<file path="src/rtl/buffer_arbiter.sv">
// Round-robin arbiter sharing one delayed-write, combinational-read buffer among REQ_NUM ports.
// Define BUF_ARB_FWD_EN to forward pending-write data to a same-address read instead of stalling.
module buffer_arbiter #(
  parameter int unsigned ADDR_WIDTH = 10,
  parameter int unsigned WORD_WIDTH = 8,
  parameter int unsigned REQ_NUM    = 4,
  parameter int unsigned LOCK_MAX   = 64
) (
  input  logic                          clk,
  input  logic                          reset,
  input  logic [REQ_NUM-1:0]            req,
  input  logic [REQ_NUM-1:0]            lock,
  input  logic [REQ_NUM-1:0]            req_we,
  input  logic [REQ_NUM*ADDR_WIDTH-1:0] req_addr,
  input  logic [REQ_NUM*WORD_WIDTH-1:0] req_wdata,
  output logic [REQ_NUM-1:0]            gnt,
  output logic [REQ_NUM-1:0]            rvalid,
  output logic [WORD_WIDTH-1:0]         rdata,
  output logic                          lock_timeout,
  output logic                          mem_we,
  output logic [ADDR_WIDTH-1:0]         mem_a,
  output logic [WORD_WIDTH-1:0]         mem_d,
  input  logic [WORD_WIDTH-1:0]         mem_q
);

  localparam int unsigned PtrW = $clog2(REQ_NUM);
  localparam int unsigned CntW = $clog2(LOCK_MAX + 1);

  typedef enum logic [0:0] {StIdle, StLocked} state_e;

  state_e                state_q, state_d;
  logic [PtrW-1:0]       rr_ptr_q, rr_ptr_d;
  logic [PtrW-1:0]       owner_q, owner_d;
  logic [CntW-1:0]       lock_cnt_q, lock_cnt_d;
  logic                  lock_timeout_q, lock_timeout_d;
  logic                  pend_valid_q;
  logic [ADDR_WIDTH-1:0] pend_addr_q;
  logic [REQ_NUM-1:0]    rvalid_q, rvalid_d;
  logic [WORD_WIDTH-1:0] rdata_q;
  logic [ADDR_WIDTH-1:0] mem_a_q;
  logic [WORD_WIDTH-1:0] mem_d_q;

  logic                  scan_valid;
  logic [PtrW-1:0]       scan_idx;
  logic                  cand_valid;
  logic [PtrW-1:0]       cand_idx;
  logic                  cand_we;
  logic [ADDR_WIDTH-1:0] cand_addr;
  logic [WORD_WIDTH-1:0] cand_wdata;
  logic                  raw_hit;
  logic                  stall;
  logic                  grant_en;
  logic [CntW:0]         cnt_inc;
  logic                  at_max;
  logic [WORD_WIDTH-1:0] read_data;

  function automatic logic [PtrW-1:0] ptr_inc(input logic [PtrW-1:0] p);
    if (p == PtrW'(REQ_NUM - 1)) return '0;
    return p + 1'b1;
  endfunction

  // First asserted request at or above rr_ptr, wrapping around.
  always_comb begin
    logic [PtrW:0] scan_pos;
    scan_valid = 1'b0;
    scan_idx   = rr_ptr_q;
    scan_pos   = '0;
    for (int unsigned i = 0; i < REQ_NUM; i++) begin
      scan_pos = {1'b0, rr_ptr_q} + (PtrW+1)'(i);
      if (scan_pos >= (PtrW+1)'(REQ_NUM)) scan_pos = scan_pos - (PtrW+1)'(REQ_NUM);
      if (!scan_valid && req[scan_pos[PtrW-1:0]]) begin
        scan_valid = 1'b1;
        scan_idx   = scan_pos[PtrW-1:0];
      end
    end
  end

  always_comb begin
    if (state_q == StLocked) begin
      cand_valid = req[owner_q];
      cand_idx   = owner_q;
    end else begin
      cand_valid = scan_valid;
      cand_idx   = scan_idx;
    end
  end

  assign cand_we    = req_we[cand_idx];
  assign cand_addr  = req_addr[int'(cand_idx)*ADDR_WIDTH +: ADDR_WIDTH];
  assign cand_wdata = req_wdata[int'(cand_idx)*WORD_WIDTH +: WORD_WIDTH];

  // The buffer commits a write one edge late, so a read right behind a write to the same
  // address would see stale contents.
  assign raw_hit = pend_valid_q && !cand_we && (cand_addr == pend_addr_q);

`ifdef BUF_ARB_FWD_EN
  logic [WORD_WIDTH-1:0] pend_data_q;

  always_ff @(posedge clk) begin
    if (reset) begin
      pend_data_q <= '0;
    end else if (grant_en && cand_we) begin
      pend_data_q <= cand_wdata;
    end
  end

  assign stall     = 1'b0;
  assign read_data = raw_hit ? pend_data_q : mem_q;
`else
  assign stall     = raw_hit;
  assign read_data = mem_q;
`endif

  assign grant_en = cand_valid && !stall && !reset;
  assign cnt_inc  = {1'b0, lock_cnt_q} + 1'b1;
  assign at_max   = cnt_inc >= (CntW+1)'(LOCK_MAX);

  // State register
  always_ff @(posedge clk) begin
    if (reset) begin
      state_q <= StIdle;
    end else begin
      state_q <= state_d;
    end
  end

  // Next-state logic; a stalled cycle leaves the state untouched.
  always_comb begin
    state_d = state_q;
    unique case (state_q)
      StIdle: begin
        if (grant_en && lock[cand_idx]) state_d = StLocked;
      end
      StLocked: begin
        if (grant_en) begin
          if (!lock[owner_q] || at_max) state_d = StIdle;
        end else if (!req[owner_q]) begin
          state_d = StIdle;
        end
      end
      default: state_d = StIdle;
    endcase
  end

  // Outputs toward the requesters and the buffer
  always_comb begin
    gnt    = '0;
    mem_we = 1'b0;
    mem_a  = mem_a_q;
    mem_d  = mem_d_q;
    if (grant_en) begin
      gnt[cand_idx] = 1'b1;
      mem_we        = cand_we;
      mem_a         = cand_addr;
      mem_d         = cand_wdata;
    end
  end

  always_comb begin
    rr_ptr_d       = rr_ptr_q;
    owner_d        = owner_q;
    lock_cnt_d     = lock_cnt_q;
    lock_timeout_d = lock_timeout_q;
    rvalid_d       = '0;
    if (grant_en) begin
      rr_ptr_d = ptr_inc(cand_idx);
      if (!cand_we) rvalid_d = gnt;
      if (state_q == StIdle) begin
        if (lock[cand_idx]) begin
          owner_d    = cand_idx;
          lock_cnt_d = CntW'(1);
        end
      end else begin
        lock_cnt_d = cnt_inc[CntW-1:0];
        if (lock[owner_q] && at_max) lock_timeout_d = 1'b1;
      end
    end
  end

  always_ff @(posedge clk) begin
    if (reset) begin
      rr_ptr_q       <= '0;
      owner_q        <= '0;
      lock_cnt_q     <= '0;
      lock_timeout_q <= 1'b0;
      pend_valid_q   <= 1'b0;
      pend_addr_q    <= '0;
      rvalid_q       <= '0;
      rdata_q        <= '0;
      mem_a_q        <= '0;
      mem_d_q        <= '0;
    end else begin
      rr_ptr_q       <= rr_ptr_d;
      owner_q        <= owner_d;
      lock_cnt_q     <= lock_cnt_d;
      lock_timeout_q <= lock_timeout_d;
      rvalid_q       <= rvalid_d;
      pend_valid_q   <= grant_en && cand_we;
      if (grant_en && cand_we) pend_addr_q <= cand_addr;
      if (grant_en && !cand_we) rdata_q <= read_data;
      if (grant_en) begin
        mem_a_q <= cand_addr;
        mem_d_q <= cand_wdata;
      end
    end
  end

  assign rvalid       = rvalid_q;
  assign rdata        = rdata_q;
  assign lock_timeout = lock_timeout_q;

endmodule

</file>
<file path="config.mk">
export PLATFORM = sky130hd
export DESIGN_NAME = buffer_arbiter
export DESIGN_NICKNAME = d
export VERILOG_FILES = /design/src/rtl/buffer_arbiter.sv
export SDC_FILE = /design/constraint.sdc
export NUM_CORES = 1
export LEC_CHECK = 0
export ABC_AREA = 1
export CAP_MARGIN = 40
export CORE_MARGIN = 1.5
export CORE_UTILIZATION = 38
export CTS_CLUSTER_SIZE = 14
export DETAILED_ROUTE_END_ITERATION = 16
export PLACE_DENSITY = 0.75
export SYNTH_ARGS = -nofsm -noshare
export SYNTH_HDL_FRONTEND = slang
export SYNTH_SLANG_ARGS = --single-unit
export TNS_END_PERCENT = 10
</file>
<file path="constraint.sdc">
create_clock -name clk -period 4.5 [get_ports clk]
set_clock_uncertainty 0.2 [all_clocks]
set_input_delay 0.45 -clock clk [delete_from_list [all_inputs] [get_ports clk]]
set_output_delay 0.45 -clock clk [all_outputs]
set_load 0.005 [all_outputs]
</file>
==> reports/results.ini <==
[cells_and_area]
final_cell_mix=nand2_1 (200), clkdlybuf4s50_1 (117), inv_1 (72)
final_common_cell=nand2_1
multi_input_area_um2=2150
finalNetCount=845
seq_area_um2=1090
syn_to_final_growth_pct=48.4
diodes=0
drive_gt1_frac=0.0952
fillers=874
utilization=0.582

[timing]
tightest_slew_ns=0.671
slew_viol_final=0
maxSlewHeadroom=0.551
fmax_mhz=233
setup_violations=0
rsz0062_at_grt=yes
timing_hold_violations_final=0
tns_ns=0
fin_crit_sh=0.955
period_minus_slack_ns=4.30

[setup_path]
cp-end-kind=output pin
cp_slowest_stage_delay_ns=0.51
cp-start-kind=register
cp_max_fo=12
worstPathArrival_ns=3.65
cp.required_ns=3.85
r2r_end=owner_q[1]
worst-r2r-cell-count=27
ff2ff_setup_slack_ns=1.00
crit_type=register to output pin
crit_top_cell=nand2_1
crit_slowest_cell=clkdlybuf4s50_1
cp-endpoint=gnt[0]
crit_path_start=rr_ptr_q[0]
rr_startpoint=rr_ptr_q[0]

[synthesis]
ys_ff_latch=54
ys_seq_area_frac=0.298
synth_nets=709
synth_cells=610
ys_warn_count=0
synth_area_per_cell_um2=5.94
synth_cell_type_count=34
synthesis.area_um2=3620

[floorplanning]
dieArea_um2=10100
coreArea_um2=9240
initial_core_util=0.392
die_w_um=101
ios=130
die-height_um=101
rows=35

[clock_network]
cts_tree=yes
root_buffer=clkbuf_8
cts_buffer_depth=2
hold_buffers=0
clkLatencyLatePin_ns=0.31
cts.reportedPaths.clkPinSlew_ns=0.10
cts_max_level=2
clock-sinks=54
cts_inserted_buffers=5

[grt]
overflow=0
gr-usage-all-layers=0.221
grt_pass1_wl_um=18200
antenna_found_initial=0
grt_start_max_net_pins=36
grt_pass1_vias=4071

[route]
firstDrtPassIters=5
ant_nets=0
vias_per_cell=4.91
drtIter0Drc=151
finalWirelength_um=11200
routedWlPerCell_um=12.8
drcViolationCount=0
vias=4298

[worst_hold_path]
hold_class=register to register
hp-start=lock_timeout

[placement]
hpwl_um=8620
gp_congestion=0.860
io_buffers=129

[job]
cap_violations=0

[outcome]
status=complete, no violations

==> cell type report <==
class,instances,area share
Clock buffer,5,0.0128
Clock inverter,2,0.00721
Inverter,77,0.0561
Multi-Input combinational cell,452,0.399
Sequential cell,54,0.202
Tap cell,129,0.0300
Timing Repair Buffer,156,0.292
==> cells in the mapped netlist, drive strengths merged <==
cell type | instances | area (um2)
a31oi | 1 | 6.26
o21a | 1 | 7.51
nand3 | 55 | 285
clkbuf | 9 | 33.8
nand3b | 6 | 45.0
buf | 19 | 134
o211ai | 1 | 12.5
o21ai | 25 | 136
inv | 77 | 292
o31ai | 8 | 60.1
nor3b | 1 | 7.51
a21oi | 34 | 170
ha | 5 | 62.6
nor2 | 75 | 292
dfxtp | 54 | 1080
or2 | 1 | 6.26
nand4 | 12 | 75.1
a211oi | 1 | 7.51
nand2 | 215 | 842
xnor2 | 2 | 17.5
nor3 | 5 | 25.0
xor2 | 3 | 26.3
==> stage by stage <==
step / hold WS, ns / instances / setup WS [ns] / cell area [um2]
after detailed placement: 0.251 / 859 / 0.0407 / 5060
after global placement: 0.238 / 859 / 0.104 / 5060
after global routing: 0.287 / 875 / -0.0877 / 5380
after CTS: 0.264 / 866 / 0.0259 / 5170
final: 0.263 / 875 / 0.202 / 5380
after floorplan: 0.247 / 610 / 1.36 / 3620
==> cell families (layout without fill, tap and decap cells) <==
kind of cell / count (synthesis) / count (layout) / synth area share
fa+ha+maj: 5 / 5 / 0.0173
buf+inv: 105 / 240 / 0.127
compound gates: 71 / 71 / 0.110
flops: 54 / 54 / 0.298
xor+xnor: 5 / 5 / 0.0121
simple gates: 370 / 371 / 0.435
==> timing repair <==
| item | 4_1_cts | 5_1_grt |
|---|---|---|
| endpoints found under the hold margin | 0 | 0 |
| buffers inserted | 0 | 7 |
| resized for setup | 0 | 41 |
| setup endpoints to repair | 0 | 23 |
==> per-layer routing <==
metal	vias up	global-route usage	wire length [um]
li1	2184	-	-
met1	1950	0.272	4720
met2	144	0.393	5530
met3	20	0.0409	726
met4	0	0.0585	218
met5	-	0	0
==> state kept, by name (all words and copies together), names as in the netlist, 2 cells and up <==
| signal | flops |
|---|---|
| rvalid | 4 |
| mem_d_q | 8 |
| rdata | 8 |
| rr_ptr_q | 2 |
| mem_a_q | 10 |
| owner_q | 2 |
| pend_addr_q | 10 |
| lock_cnt_q | 7 |
==> worst max-delay path, delay by kind of cell (launching register included) <==
kind / cells / cell delay [ns]
buffers and inverters: 6 / 1.28
AND/OR/NAND/NOR: 20 / 1.66
flip-flops: 1 / 0.40
==> worst min-delay path by stage <==
stage	end	cells after the start	slack, ns
floorplan	lock_timeout	2	0.25
global placement	lock_timeout	2	0.24
detailed placement	lock_timeout	2	0.25
CTS	lock_timeout	2	0.26
global route	lock_timeout	2	0.29
finish	lock_timeout	2	0.26
Power is left out: the tool's default activity adds up to more than one toggle a clock period on the data nets, which glitch-free logic cannot reach.
